## src/rtl/ex_stage_mdu.sv

```systemverilog
// Execute stage: combinational ALU/link result plus an iterative unsigned
// multiply/divide unit with HI/LO that stalls the front end while it runs.
module ex_stage_mdu #(
  parameter int XLEN  = 32,
  parameter int CNT_W = 5
) (
  input  logic            clock,
  input  logic            reset_0,
  input  logic [XLEN-1:0] a_ex,
  input  logic [XLEN-1:0] b_ex,
  input  logic [XLEN-1:0] imm_ex,
  input  logic [XLEN-1:0] pc_ex,
  input  logic [4:0]      rw_ex,
  input  logic [3:0]      op_ex,
  input  logic            wreg_ex,
  input  logic            wmem_ex,
  input  logic            rmem_ex,
  input  logic            aluimm_ex,
  input  logic            shift_ex,
  input  logic            jal_ex,
  output logic [XLEN-1:0] alu_o,
  output logic [XLEN-1:0] b_o,
  output logic [4:0]      rw_o,
  output logic            wreg_o,
  output logic            wmem_o,
  output logic            rmem_o,
  output logic            stall_ex
);

  localparam logic [3:0] OP_ADD   = 4'h0;
  localparam logic [3:0] OP_SUB   = 4'h1;
  localparam logic [3:0] OP_AND   = 4'h2;
  localparam logic [3:0] OP_OR    = 4'h3;
  localparam logic [3:0] OP_XOR   = 4'h4;
  localparam logic [3:0] OP_LUI   = 4'h5;
  localparam logic [3:0] OP_SLL   = 4'h6;
  localparam logic [3:0] OP_SRL   = 4'h7;
  localparam logic [3:0] OP_SRA   = 4'h8;
  localparam logic [3:0] OP_SLT   = 4'h9;
  localparam logic [3:0] OP_MULTU = 4'hA;
  localparam logic [3:0] OP_DIVU  = 4'hB;
  localparam logic [3:0] OP_MFHI  = 4'hC;
  localparam logic [3:0] OP_MFLO  = 4'hD;

  typedef enum logic [1:0] {IDLE, BUSY, DONE} mdu_state_t;

  mdu_state_t        state_reg, state_next;
  logic [XLEN-1:0]   hi_reg, hi_next;
  logic [XLEN-1:0]   lo_reg, lo_next;
  logic [XLEN-1:0]   acc_reg, acc_next;
  logic [XLEN-1:0]   opnd_a_reg, opnd_a_next;
  logic [XLEN-1:0]   opnd_b_reg, opnd_b_next;
  logic [CNT_W-1:0]  cnt_reg, cnt_next;
  logic              is_div_reg, is_div_next;

  logic [XLEN-1:0]   op_a;
  logic [XLEN-1:0]   op_b;
  logic [XLEN-1:0]   alu_res;
  logic              mdu_req;
  logic              slt_bit;

  logic [XLEN:0]     mul_sum;
  logic [XLEN:0]     div_shift;
  logic [XLEN:0]     div_diff;
  logic              div_ge;
  logic [XLEN-1:0]   acc_step;
  logic [XLEN-1:0]   opnd_a_step;

  // ---------------- operand select and ALU ----------------
  assign op_a    = shift_ex  ? XLEN'(imm_ex[10:6]) : a_ex;
  assign op_b    = aluimm_ex ? imm_ex : b_ex;
  assign slt_bit = $signed(op_a) < $signed(op_b);

  always_comb begin
    alu_res = '0;
    case (op_ex)
      OP_ADD:  alu_res = op_a + op_b;
      OP_SUB:  alu_res = op_a - op_b;
      OP_AND:  alu_res = op_a & op_b;
      OP_OR:   alu_res = op_a | op_b;
      OP_XOR:  alu_res = op_a ^ op_b;
      OP_LUI:  alu_res = XLEN'(op_b[15:0]) << 16;
      OP_SLL:  alu_res = op_b << op_a[CNT_W-1:0];
      OP_SRL:  alu_res = op_b >> op_a[CNT_W-1:0];
      OP_SRA:  alu_res = $signed(op_b) >>> op_a[CNT_W-1:0];
      OP_SLT:  alu_res = XLEN'(slt_bit);
      OP_MFHI: alu_res = hi_reg;
      OP_MFLO: alu_res = lo_reg;
      default: alu_res = '0;
    endcase
  end

  assign alu_o  = jal_ex ? pc_ex : alu_res;
  assign b_o    = b_ex;
  assign rw_o   = rw_ex;
  assign wreg_o = wreg_ex & ~stall_ex;
  assign wmem_o = wmem_ex & ~stall_ex;
  assign rmem_o = rmem_ex & ~stall_ex;

  // ---------------- multiply/divide unit ----------------
  assign mdu_req = ~jal_ex & ((op_ex == OP_MULTU) | (op_ex == OP_DIVU));

  // The reset gate keeps the front end free while reset is held.
  assign stall_ex = reset_0 & (((state_reg == IDLE) & mdu_req) | (state_reg == BUSY));

  // Multiply: {acc, opnd_a} is the running product, opnd_a shifts out the multiplier.
  assign mul_sum = {1'b0, acc_reg} + (opnd_a_reg[0] ? {1'b0, opnd_b_reg} : '0);
  // Divide: acc is the partial remainder, opnd_a shifts dividend out and quotient in.
  // A zero divisor always "fits", giving an all-ones quotient and remainder = dividend.
  assign div_shift = {acc_reg, opnd_a_reg[XLEN-1]};
  assign div_diff  = div_shift - {1'b0, opnd_b_reg};
  assign div_ge    = ~div_diff[XLEN];

  always_comb begin
    if (is_div_reg) begin
      acc_step    = div_ge ? div_diff[XLEN-1:0] : div_shift[XLEN-1:0];
      opnd_a_step = {opnd_a_reg[XLEN-2:0], div_ge};
    end else begin
      acc_step    = mul_sum[XLEN:1];
      opnd_a_step = {mul_sum[0], opnd_a_reg[XLEN-1:1]};
    end
  end

  always_comb begin
    state_next  = state_reg;
    hi_next     = hi_reg;
    lo_next     = lo_reg;
    acc_next    = acc_reg;
    opnd_a_next = opnd_a_reg;
    opnd_b_next = opnd_b_reg;
    cnt_next    = cnt_reg;
    is_div_next = is_div_reg;
    case (state_reg)
      IDLE: begin
        if (mdu_req) begin
          opnd_a_next = a_ex;
          opnd_b_next = b_ex;
          is_div_next = (op_ex == OP_DIVU);
          acc_next    = '0;
          cnt_next    = '0;
          state_next  = BUSY;
        end
      end
      BUSY: begin
        acc_next    = acc_step;
        opnd_a_next = opnd_a_step;
        if (cnt_reg == CNT_W'(XLEN - 1)) begin
          hi_next    = acc_step;
          lo_next    = opnd_a_step;
          state_next = DONE;
        end else begin
          cnt_next = cnt_reg + CNT_W'(1);
        end
      end
      DONE:    state_next = IDLE;
      default: state_next = IDLE;
    endcase
  end

  always_ff @(posedge clock or negedge reset_0) begin
    if (!reset_0) begin
      state_reg  <= IDLE;
      hi_reg     <= '0;
      lo_reg     <= '0;
      acc_reg    <= '0;
      opnd_a_reg <= '0;
      opnd_b_reg <= '0;
      cnt_reg    <= '0;
      is_div_reg <= 1'b0;
    end else begin
      state_reg  <= state_next;
      hi_reg     <= hi_next;
      lo_reg     <= lo_next;
      acc_reg    <= acc_next;
      opnd_a_reg <= opnd_a_next;
      opnd_b_reg <= opnd_b_next;
      cnt_reg    <= cnt_next;
      is_div_reg <= is_div_next;
    end
  end

endmodule

```

## config.mk

```make
export PLATFORM = sky130hd
export DESIGN_NAME = ex_stage_mdu
export DESIGN_NICKNAME = d
export VERILOG_FILES = /design/src/rtl/ex_stage_mdu.sv
export SDC_FILE = /design/constraint.sdc
export NUM_CORES = 1
export LEC_CHECK = 0
export CORE_UTILIZATION = 40
export CTS_BUF_LIST = sky130_fd_sc_hd__clkbuf_4 sky130_fd_sc_hd__clkbuf_8
export DETAILED_ROUTE_END_ITERATION = 6
export GPL_TIMING_DRIVEN = 1
export SLEW_MARGIN = 15
export SYNTH_ARGS = -nofsm -noshare
export SYNTH_HDL_FRONTEND = slang
export SYNTH_SLANG_ARGS = --single-unit
```

## constraint.sdc

```tcl
create_clock -name clock -period 6.9 [get_ports clock]
set_input_delay 1.38 -clock clock [delete_from_list [all_inputs] [get_ports clock]]
set_output_delay 1.38 -clock clock [all_outputs]
set_load 0.02 [all_outputs]
```

==> summary.md <==
| Metric | Value |
|---|---|
| Post-synth EDFFs | `0` |
| GP Congestion | `1.07` |
| DR WL/cell | `27.2 um` |
| Hold-fix buffers, CTS | `0` |
| WHS Endpoint | `lo_reg[6]` |
| First-pass GRT wire length | `between 150 and 200 mm` |
| Layout cells sized above 1 | `around 16%` |
| Synth Flop Type | `dfrtp_1` |
| Reg-to-Reg End | `hi_reg[18]` |
| Final ANT Viol Nets | `0` |
| Power Density | `between 300 and 400 nW/um2` |
| Seq cells post-synth | `roughly 170` |
| Non-filler cells, final | `a little over 4000` |
| Critical Path RT | `between 5 and 6 ns` |
| Final setup fails | `0` |
| Mapped Area | `21000 um2` |
| Die width | `roughly 230 um` |
| Fin crit period | `roughly 6.8 ns` |
| Worst hold stages | `2` |
| Max-cap viol count | `0` |
| Gr usage total | `approximately two fifths` |
| Slew Limit Fails | `0` |
| Ys Warns | `0` |
| Total power draw | `between 8 and 9 mW` |
| Fin Clk Skew | `approximately 0.022 ns` |
| Outcome | `complete, no violations` |
| Area grow syn2layout | `27.0%` |
| Cells after Synth | `a little under 3000` |
| Hold slack | `around 0.48 ns` |
| Final period util | `99.2%` |
| Worst rel slew slack | `between 30% and 40%` |
| Largest net degree at the start of global routing | `between 90 and 100` |
| 1st-iter DRT viols | `2919` |
| Worst Path Max Fanout | `4` |
| Clock sink total | `between 150 and 200` |
| Worst-Margin Slew | `around 0.9 ns` |
| Hold_sp | `lo_reg[6]` |
| Register area share after synthesis | `about a fifth` |
| Die height | `about 230 um` |
| PortBufs | `slightly above 200` |
| Initial Utilization | `about two fifths` |
| Initial antenna violation count | `8` |
| Drt first pass iters | `6` |
| Vias | `24800` |
| RSZ-0062 raised after global routing | `true` |
| Vias in the first global route | `24100` |
| Max Buffers Root-to-Sink | `2` |
| Net Count, Synth | `about 3200` |
| HPWL Detailed | `approximately 90 mm` |
| Crit path capture type | `primary output` |
| Worst hold path class | `flip-flop to flip-flop` |
| Core area | `~52000 um2` |
| Avg Inst Size Synth | `7.24 um2` |
| Die area | `roughly 53000 um2` |
| DRC | `0` |
| Final Hold Viols | `0` |
| R2R Setup Slk | `2.08 ns` |
| Setup crit start kind | `input pin` |
| CTS tree | `built` |
| CTS clk-pin slew, worst paths | `approximately 0.09 ns` |
| Final net count | `between 3000 and 4000` |
| Row count | `between 80 and 90` |
| Total CTS buffers | `17` |
| Placed Cells | `3989` |
| Clk_lat worst skew | `around 0.5 ns` |
| Gr ovfl total | `0` |
| Yosys cell types | `86` |
| Worst Path Arrival | `5.46 ns` |
| Worst IR drop on VDD | `approximately 0.38 mV` |
| R2r startpoint | `opnd_a_reg[31]` |
| Kind of critical path | `input pin to primary output` |
| Ys async rst share | `100%` |
| I/O pin count | `about 220` |
| # H-tree levels | `4` |
| R2R cell count | `13` |
| Leak | `approximately 12 nW` |
| Routed vias/inst | `6.17` |
| Clk Tree Root Cell | `clkbuf_8` |
| WL final | `110 mm` |
| Max Fclk | `between 0.1 and 0.15 GHz` |
cells in the mapped netlist (20+ instances only):
master	number	area share, %
buf_2	20	0.48
o22ai_1	21	0.63
a31oi_1	32	0.95
and3_1	24	0.71
and2_1	45	1.3
nor2b_1	40	1.2
clkbuf_1	142	2.5
ha_1	169	10
mux2_2	20	1.1
inv_1	139	2.5
xnor2_1	44	1.8
mux2i_1	179	8.5
buf_4	46	1.6
nor2_1	200	3.6
o21ai_0	320	7.6
o211ai_1	30	1.1
a211oi_1	35	1.3
nand2b_1	23	0.69
dfrtp_1	168	20
o21bai_1	21	0.75
nor3_1	51	1.2
xor2_1	22	0.92
a21oi_1	227	5.4
nand3_1	82	2.0
nand2_1	453	8.1
a221oi_1	29	1.2
a21o_1	35	1.3
repair_timing:
action	in CTS	in global routing
endpoints found under the setup margin	17	20
setup buffers	1	0
gates resized for setup	24	22
hold endpoints to repair	0	0
pin swaps	3	3
routing by layer:
metal  up-vias  wire length (um)  track usage [%]
li1      11300                 -                -
met1     11900             44500             51.7
met2      1341             47900             63.5
met3       298              9220             6.91
met4        10              7930             24.5
met5         -                63                0
worst max-delay path by stage:
stage                      to  cells after the start  startpoint  slack [ns]
finish              alu_o[12]                     16   imm_ex[0]        0.06
global route        alu_o[12]                     18     a_ex[0]       -0.12
CTS                 alu_o[31]                     17   imm_ex[0]       0.005
detailed placement  alu_o[12]                     18     b_ex[0]       -0.44
global placement     alu_o[0]                     17     b_ex[0]       -0.35
floorplan           alu_o[27]                     17    shift_ex        0.11
critical path, cell delays in order:
cell	delay (ns)
clkdlybuf4s50_1	0.51
mux2_2	0.35
ha_1	0.25
fa_1	0.45
a21o_1	0.18
a21oi_2	0.20
o31ai_2	0.13
buf_4	0.18
a21o_1	0.20
a21oi_1	0.16
o21bai_1	0.10
a221o_1	0.37
a2111oi_2	0.39
buf_4	0.20
o21ai_0	0.08
clkdlybuf4s15_1	0.32
cell usage in the layout (no fill, tap or decap), drive strengths merged, types with 18 or more instances in the layout:
cell,count
nand3,83
a211oi,35
a221oi,29
o211ai,30
a21oi,228
a31oi,33
and2,45
nand2,454
clkbuf,18
dfrtp,168
nand2b,23
a221o,19
xnor2,44
ha,169
clkdlybuf4s50,179
a21o,35
o22ai,21
inv,149
o21bai,21
nor3,51
o21ai,322
xor2,22
buf,433
and3,24
nor2,200
mux2i,182
mux2,20
nor2b,40
final cells by class:
type                       instances  area, um2
timing repair buffer             635       5320
sequential                       168       4210
antenna                            3       7.51
clock inverter                    14        136
multi-input combinational       2362      15400
inverter                         145        544
fill                            5116      25000
tap                              680        851
clock buffer                      18        241
per-stage QoR:
stage / utilization, % / instance area [um2] / worst slack [ns] / TNS (ns)
after floorplan: - / 21000 / 0.108 / 0
after global placement: 50.7 / 26200 / -0.350 / -2.60
after detailed placement: 50.7 / 26200 / -0.437 / -3.15
after CTS: 51.5 / 26600 / 0.00498 / 0
after global routing: 51.6 / 26700 / -0.118 / -0.149
final: 51.7 / 26700 / 0.0568 / 0
power by group:
group | total [mW] | internal [mW] | switching (mW)
registers | 1.95 | 1.43 | 0.521
logic | 6.28 | 2.48 | 3.81
clock network | 0.713 | 0.297 | 0.416
kinds of logic after synthesis:
kind of cell	count (synthesis)	synth area share [%]
buffers and inverters	371	7.57
xor gates and xnor gates	66	2.75
and+or+nand+nor	974	20.8
muxes	202	9.88
AOI/OAI and AO/OA	947	28.5
DFF	168	20.0
adders and majority gates	173	10.5
Power figures use the tool's default switching activity.
